<file path="src/rtl/regfile_scoreboard.sv">
// Multi-read-port register file with optional hardwired r0, same-cycle write bypass and a
// per-register pending-write scoreboard that gives issue logic a ready flag per read port.
module regfile_scoreboard #(
  parameter int DATA_WIDTH = 32,
  parameter int ADDR_WIDTH = 5,
  parameter int NUM_REGS   = 32,
  parameter int NUM_READ   = 2,
  parameter int ZERO_REG   = 1,
  parameter int BYPASS     = 1
) (
  input  logic                           clk,
  input  logic                           rst,
  input  logic                           RegWr,
  input  logic [ADDR_WIDTH-1:0]          Rw,
  input  logic [DATA_WIDTH-1:0]          busW,
  input  logic                           Iss,
  input  logic [ADDR_WIDTH-1:0]          Rd_iss,
  input  logic [NUM_READ*ADDR_WIDTH-1:0] Rr,
  output logic [NUM_READ*DATA_WIDTH-1:0] busR,
  output logic [NUM_READ-1:0]            Rdy,
  output logic [NUM_REGS-1:0]            Busy
);

  localparam logic [ADDR_WIDTH:0] LP_NUM_REGS = (ADDR_WIDTH+1)'(NUM_REGS);
  // With a hardwired r0 the loops skip register 0 entirely, so it can never be written or marked.
  localparam int LP_FIRST = (ZERO_REG != 0) ? 1 : 0;

  logic [DATA_WIDTH-1:0] r_regs [NUM_REGS];
  logic [NUM_REGS-1:0]   r_busy;
  logic                  w_wr_valid;
  logic                  w_iss_valid;

  assign w_wr_valid  = RegWr && ({1'b0, Rw} < LP_NUM_REGS)
                       && !((ZERO_REG != 0) && (Rw == '0));
  assign w_iss_valid = Iss && ({1'b0, Rd_iss} < LP_NUM_REGS)
                       && !((ZERO_REG != 0) && (Rd_iss == '0));

  always_ff @(posedge clk) begin
    if (rst) begin
      for (int i = 0; i < NUM_REGS; i++) begin
        r_regs[i] <= '0;
      end
      r_busy <= '0;
    end else begin
      for (int i = LP_FIRST; i < NUM_REGS; i++) begin
        if (w_wr_valid && (Rw == ADDR_WIDTH'(i))) begin
          r_regs[i] <= busW;
        end
        // A new issue to a register outranks the writeback retiring its previous pending write.
        if (w_iss_valid && (Rd_iss == ADDR_WIDTH'(i))) begin
          r_busy[i] <= 1'b1;
        end else if (w_wr_valid && (Rw == ADDR_WIDTH'(i))) begin
          r_busy[i] <= 1'b0;
        end
      end
    end
  end

  assign Busy = r_busy;

  always_comb begin
    logic [ADDR_WIDTH-1:0] w_addr;
    logic [DATA_WIDTH-1:0] w_data;
    logic                  w_rdy;
    w_addr = '0;
    w_data = '0;
    w_rdy  = 1'b1;
    busR   = '0;
    Rdy    = '1;
    for (int p = 0; p < NUM_READ; p++) begin
      w_addr = Rr[p*ADDR_WIDTH +: ADDR_WIDTH];
      w_data = '0;
      w_rdy  = 1'b1;
      for (int i = LP_FIRST; i < NUM_REGS; i++) begin
        if (w_addr == ADDR_WIDTH'(i)) begin
          w_data = r_regs[i];
          w_rdy  = ~r_busy[i];
        end
      end
      // Ready stays on registered state; only the data path sees the in-flight write.
      if ((BYPASS != 0) && w_wr_valid && (w_addr == Rw)) begin
        w_data = busW;
      end
      busR[p*DATA_WIDTH +: DATA_WIDTH] = w_data;
      Rdy[p] = w_rdy;
    end
  end

endmodule

</file>
<file path="config.mk">
export PLATFORM = sky130hd
export DESIGN_NAME = regfile_scoreboard
export DESIGN_NICKNAME = d
export VERILOG_FILES = /design/src/rtl/regfile_scoreboard.sv
export SDC_FILE = /design/constraint.sdc
export NUM_CORES = 2
export LEC_CHECK = 0
export CORE_MARGIN = 2
export CORE_UTILIZATION = 30
export CTS_BUF_LIST = sky130_fd_sc_hd__clkbuf_8 sky130_fd_sc_hd__clkbuf_16
export CTS_CLUSTER_DIAMETER = 120
export CTS_CLUSTER_SIZE = 28
export DETAILED_ROUTE_END_ITERATION = 10
export DONT_BUFFER_PORTS = 1
export GPL_ROUTABILITY_DRIVEN = 0
export PLACE_DENSITY = 0.45
export SYNTH_ARGS = -nofsm -noshare
export SYNTH_HDL_FRONTEND = slang
export SYNTH_SLANG_ARGS = --single-unit
</file>
<file path="constraint.sdc">
create_clock -name clk -period 2.55 [get_ports clk]
set_input_delay 0.3825 -clock clk [delete_from_list [all_inputs] [get_ports clk]]
set_output_delay 0.3825 -clock clk [all_outputs]
set_load 0.01 [all_outputs]
</file>
==> summary.txt <==
Run status
  – Result of the run: finished with violations
  – Violations in the final reports: setup timing

Job
  – Reported max-cap violation count: 0

Floorplan
  – Starting density of the core: 30.3%
  – Number of top-level pins: 154
  – Die span in y: 431 µm
  – Standard-cell rows: 156
  – Full die area: 186,000 µm²
  – Total core area: 181,000 µm²
  – Die W: 431 µm

Logic synthesis
  – Number of synthesized flops with an enable pin: 992
  – Most frequently used flop master after synthesis: sky130_fd_sc_hd__edfxtp_1
  – Area of the mapped netlist: 54,800 µm²
  – Async set-reset flop share out of synthesis: 0%
  – Post-synth top area share: 54.3%
  – Largest area contributor in the netlist: sky130_fd_sc_hd__edfxtp_1
  – Cells taking the most area after synthesis: sky130_fd_sc_hd__edfxtp_1, sky130_fd_sc_hd__nor2_1, sky130_fd_sc_hd__mux2i_1
  – Netlist cell types: 85
  – Sequential area share after synthesis: 55.5%
  – Post-synthesis average cell area: 10.5 µm²
  – Number of flip-flops and latches in the synthesized netlist: 1,023
  – Post-Synthesis Net Count: 5,267
  – Number of warning messages in the yosys log: 0
  – Syn Inst Count: 5,211

Route
  – DRT iter0 DRCs: 7,029
  – Via count: 49,400
  – Post-detailed-routing wire length: 271 mm
  – Per-cell routed wire length: 33.9 µm
  – Count of TritonRoute iterations in the first routing pass: 6
  – Via density per instance: 6.20
  – DRT antenna net count: 0
  – Drt drc: 0

STA
  – Fmax: 0.311 GHz
  – Final setup vio count: 66
  – Worst slew margin relative to its limit: 31.1%
  – Post-route worst setup slack: -0.660 ns
  – Hold violation total from the final report: 0
  – Post-route clock period utilization: 126%
  – Fin Clk Skew: 0 ns
  – Pins Over Slew Limit: 0
  – Worst Tran Pin Value: 1.03 ns
  – Final critical path time including I/O delays and setup: 3.21 ns
  – RSZ-0062 raised after global routing: true

Global routing
  – Via count of the first global-routing pass: 46,700
  – Gr busiest metal: met2
  – Met1 track utilization from global routing: 38.5%
  – Maximum number of pins on one net before global-route repair: 259
  – Met2 usage: 44.3%
  – Wire length of the first global-routing pass: 375 mm
  – Gr usage total: 28.1%
  – Sum of overflow across all layers after global routing: 0
  – Antenna violations before repair: 6
  – GR Util met3: 5.01%

Setup path
  – Setup CP Type: input port to output pin
  – Required time of the worst setup path: 2.17 ns
  – Worst path arrival time: 2.83 ns
  – Top fanout value on the critical path: 239
  – Startpoint class of the critical path: input port
  – Critical Path End Type: output pin

Clocking
  – Total clock sinks: 1,023
  – Deepest level of the CTS H-tree: 2
  – Number of buffers added by the clock tree synthesis step: 42
  – Clock Pin Slew Worst Setup and Hold Paths: 0.13 ns
  – Clk_lat worst skew: 0.69 ns
  – Root buffer cell: sky130_fd_sc_hd__clkbuf_16
  – CTS max path bufs: 3
  – TritonCTS clock tree: done

Final layout
  – Number of nets in the final layout: 5,642
  – Post-route insts no fill: 7,977
  – Syn-to-layout area delta: 25.0%
  – Share of layout cells above drive strength 1: 24.8%

Min path
  – Class of the tightest hold or removal check: input port to flip-flop

Pwr
  – Leakage power total: 24.0 nW
  – Maximum vdd drop: 0.403 mV
  – Total power divided by cell area: 532 nW/µm²

Placed design
  – Cell count after placement: 7,879
  – Detail Placement HPWL: 183 mm
  – Port bufs: 0
  – DP Worst Slack: -0.833 ns
-- Yosys cell counts (9+ instances only) --
cell type and n:
sky130_fd_sc_hd__mux2_2 101, sky130_fd_sc_hd__nor2b_1 23, sky130_fd_sc_hd__buf_1 30, sky130_fd_sc_hd__a22o_1 55, sky130_fd_sc_hd__o211a_1 28, sky130_fd_sc_hd__a22oi_1 42, sky130_fd_sc_hd__edfxtp_1 992, sky130_fd_sc_hd__nand2b_1 70
sky130_fd_sc_hd__a2bb2oi_1 32, sky130_fd_sc_hd__buf_2 87, sky130_fd_sc_hd__xnor2_1 9, sky130_fd_sc_hd__a222oi_1 26, sky130_fd_sc_hd__o22ai_1 291, sky130_fd_sc_hd__nand3_1 91, sky130_fd_sc_hd__a221o_1 83, sky130_fd_sc_hd__a21oi_1 252
sky130_fd_sc_hd__o31ai_1 31, sky130_fd_sc_hd__nor3_1 132, sky130_fd_sc_hd__and3_1 31, sky130_fd_sc_hd__nor3b_1 9, sky130_fd_sc_hd__nor2_1 739, sky130_fd_sc_hd__o21ai_1 31, sky130_fd_sc_hd__a31oi_1 39, sky130_fd_sc_hd__nand2_1 264
sky130_fd_sc_hd__and2_1 31, sky130_fd_sc_hd__a21o_1 29, sky130_fd_sc_hd__a211oi_1 71, sky130_fd_sc_hd__clkbuf_1 400, sky130_fd_sc_hd__nand4_1 11, sky130_fd_sc_hd__or4_1 30, sky130_fd_sc_hd__a2111oi_0 36, sky130_fd_sc_hd__nor4_1 12
sky130_fd_sc_hd__nand3b_1 16, sky130_fd_sc_hd__a221oi_1 65, sky130_fd_sc_hd__dfxtp_1 31, sky130_fd_sc_hd__mux2i_1 229, sky130_fd_sc_hd__o221ai_1 37, sky130_fd_sc_hd__inv_1 103, sky130_fd_sc_hd__o2bb2ai_1 53, sky130_fd_sc_hd__o211ai_1 12
sky130_fd_sc_hd__o21a_1 38, sky130_fd_sc_hd__o21ai_0 395
-- flip-flops by register name (all words and copies together) (netlist names) --
register  flops
Busy         31
r_regs      992
-- placed cells by master (no fill, tap or decap), types with 88 or more instances in the layout --
| cell type | Yosys | routed |
|---|---|---|
| sky130_fd_sc_hd__a21oi_1 | 252 | 205 |
| sky130_fd_sc_hd__nor3_1 | 132 | 108 |
| sky130_fd_sc_hd__nor2_1 | 739 | 726 |
| sky130_fd_sc_hd__mux2i_1 | 229 | 222 |
| sky130_fd_sc_hd__edfxtp_1 | 992 | 992 |
| sky130_fd_sc_hd__nand2_1 | 264 | 239 |
| sky130_fd_sc_hd__buf_4 | 6 | 636 |
| sky130_fd_sc_hd__inv_1 | 103 | 104 |
| sky130_fd_sc_hd__o21ai_0 | 395 | 354 |
| sky130_fd_sc_hd__nand3_1 | 91 | 88 |
| sky130_fd_sc_hd__buf_12 | 0 | 174 |
| sky130_fd_sc_hd__o22ai_1 | 291 | 284 |
-- power by group --
part	internal, mW	switching [mW]
registers	19.6	0.715
clock network	3.10	5.67
logic	2.98	4.35
total	25.7	10.7
-- cell type report --
type | count | area (µm²)
fill | 17800 | 113000
sequential | 1023 | 30400
multi-input combinational | 3556 | 24800
timing repair buffer | 857 | 8790
tap | 2370 | 2970
clock buffer | 43 | 1080
inverter | 106 | 404
clock inverter | 9 | 63.8
antenna | 13 | 32.5
-- what timing repair did --
action | 4_1_cts | 5_1_grt
buffers inserted | 21 | 24
pin swaps | 174 | 126
endpoints found under the hold margin | 21 | 0
resized for setup | 356 | 137
hold buffers | 11 | 0
endpoints found under the setup margin | 66 | 66
cloned | 1 | 0
-- stage by stage --
stage / hold WS, ns / TNS (ns) / power (mW) / util, % / instance area, µm²
after floorplan: 0.506 / -2.74 / 23.6 / - / 55100
after global placement: 0.536 / -25.05 / 27.1 / 35.6 / 64500
after detailed placement: 0.542 / -25.45 / 27.1 / 35.6 / 64500
after CTS: 0.00413 / -25.85 / 36.1 / 37.3 / 67600
after global routing: 0.0211 / -29.68 / 37.3 / 37.8 / 68500
final: 0.0297 / -28.38 / 36.4 / 37.8 / 68500
-- layer usage --
metal  routed length (µm)  share of wire, %
met3                25300               9.4
met1               112000                41
met4                11000               4.1
met5                    0                 0
met2               123000                45
-- worst max-delay path, cell delays in order --
cell                       delay (ns)
sky130_fd_sc_hd__inv_2           0.46
sky130_fd_sc_hd__buf_4           0.22
sky130_fd_sc_hd__buf_4           0.21
sky130_fd_sc_hd__a211o_1         0.15
sky130_fd_sc_hd__o311ai_0        0.22
sky130_fd_sc_hd__nor4_4          0.31
sky130_fd_sc_hd__o311ai_2        0.18
sky130_fd_sc_hd__a21oi_1         0.24
sky130_fd_sc_hd__buf_4           0.16
-- cell families after synthesis --
logic type      share of synthesized area [%]
compound gates                           20.9
xor+xnor                                0.160
fa+ha+maj                              0.0183
buf+inv                                  4.61
flops                                    55.5
mux                                      6.30
other cells                           0.00684
simple gates                             12.6
-- worst paths after layout --
kind | startpoint | end | slack (ns) | cells after the start
max reg2reg | Busy[9]$_SDFFE_PP0P_ | Busy[9]$_SDFFE_PP0P_ | 1.71 | 2
max | Rr[1] | Rdy[0] | -0.66 | 9
min | Rd_iss[2] | Busy[28]$_SDFFE_PP0P_ | 0.03 | 3
min reg2reg | Busy[15]$_SDFFE_PP0P_ | Busy[15]$_SDFFE_PP0P_ | 0.55 | 2
No activity file was read; power rests on OpenSTA's default activity.
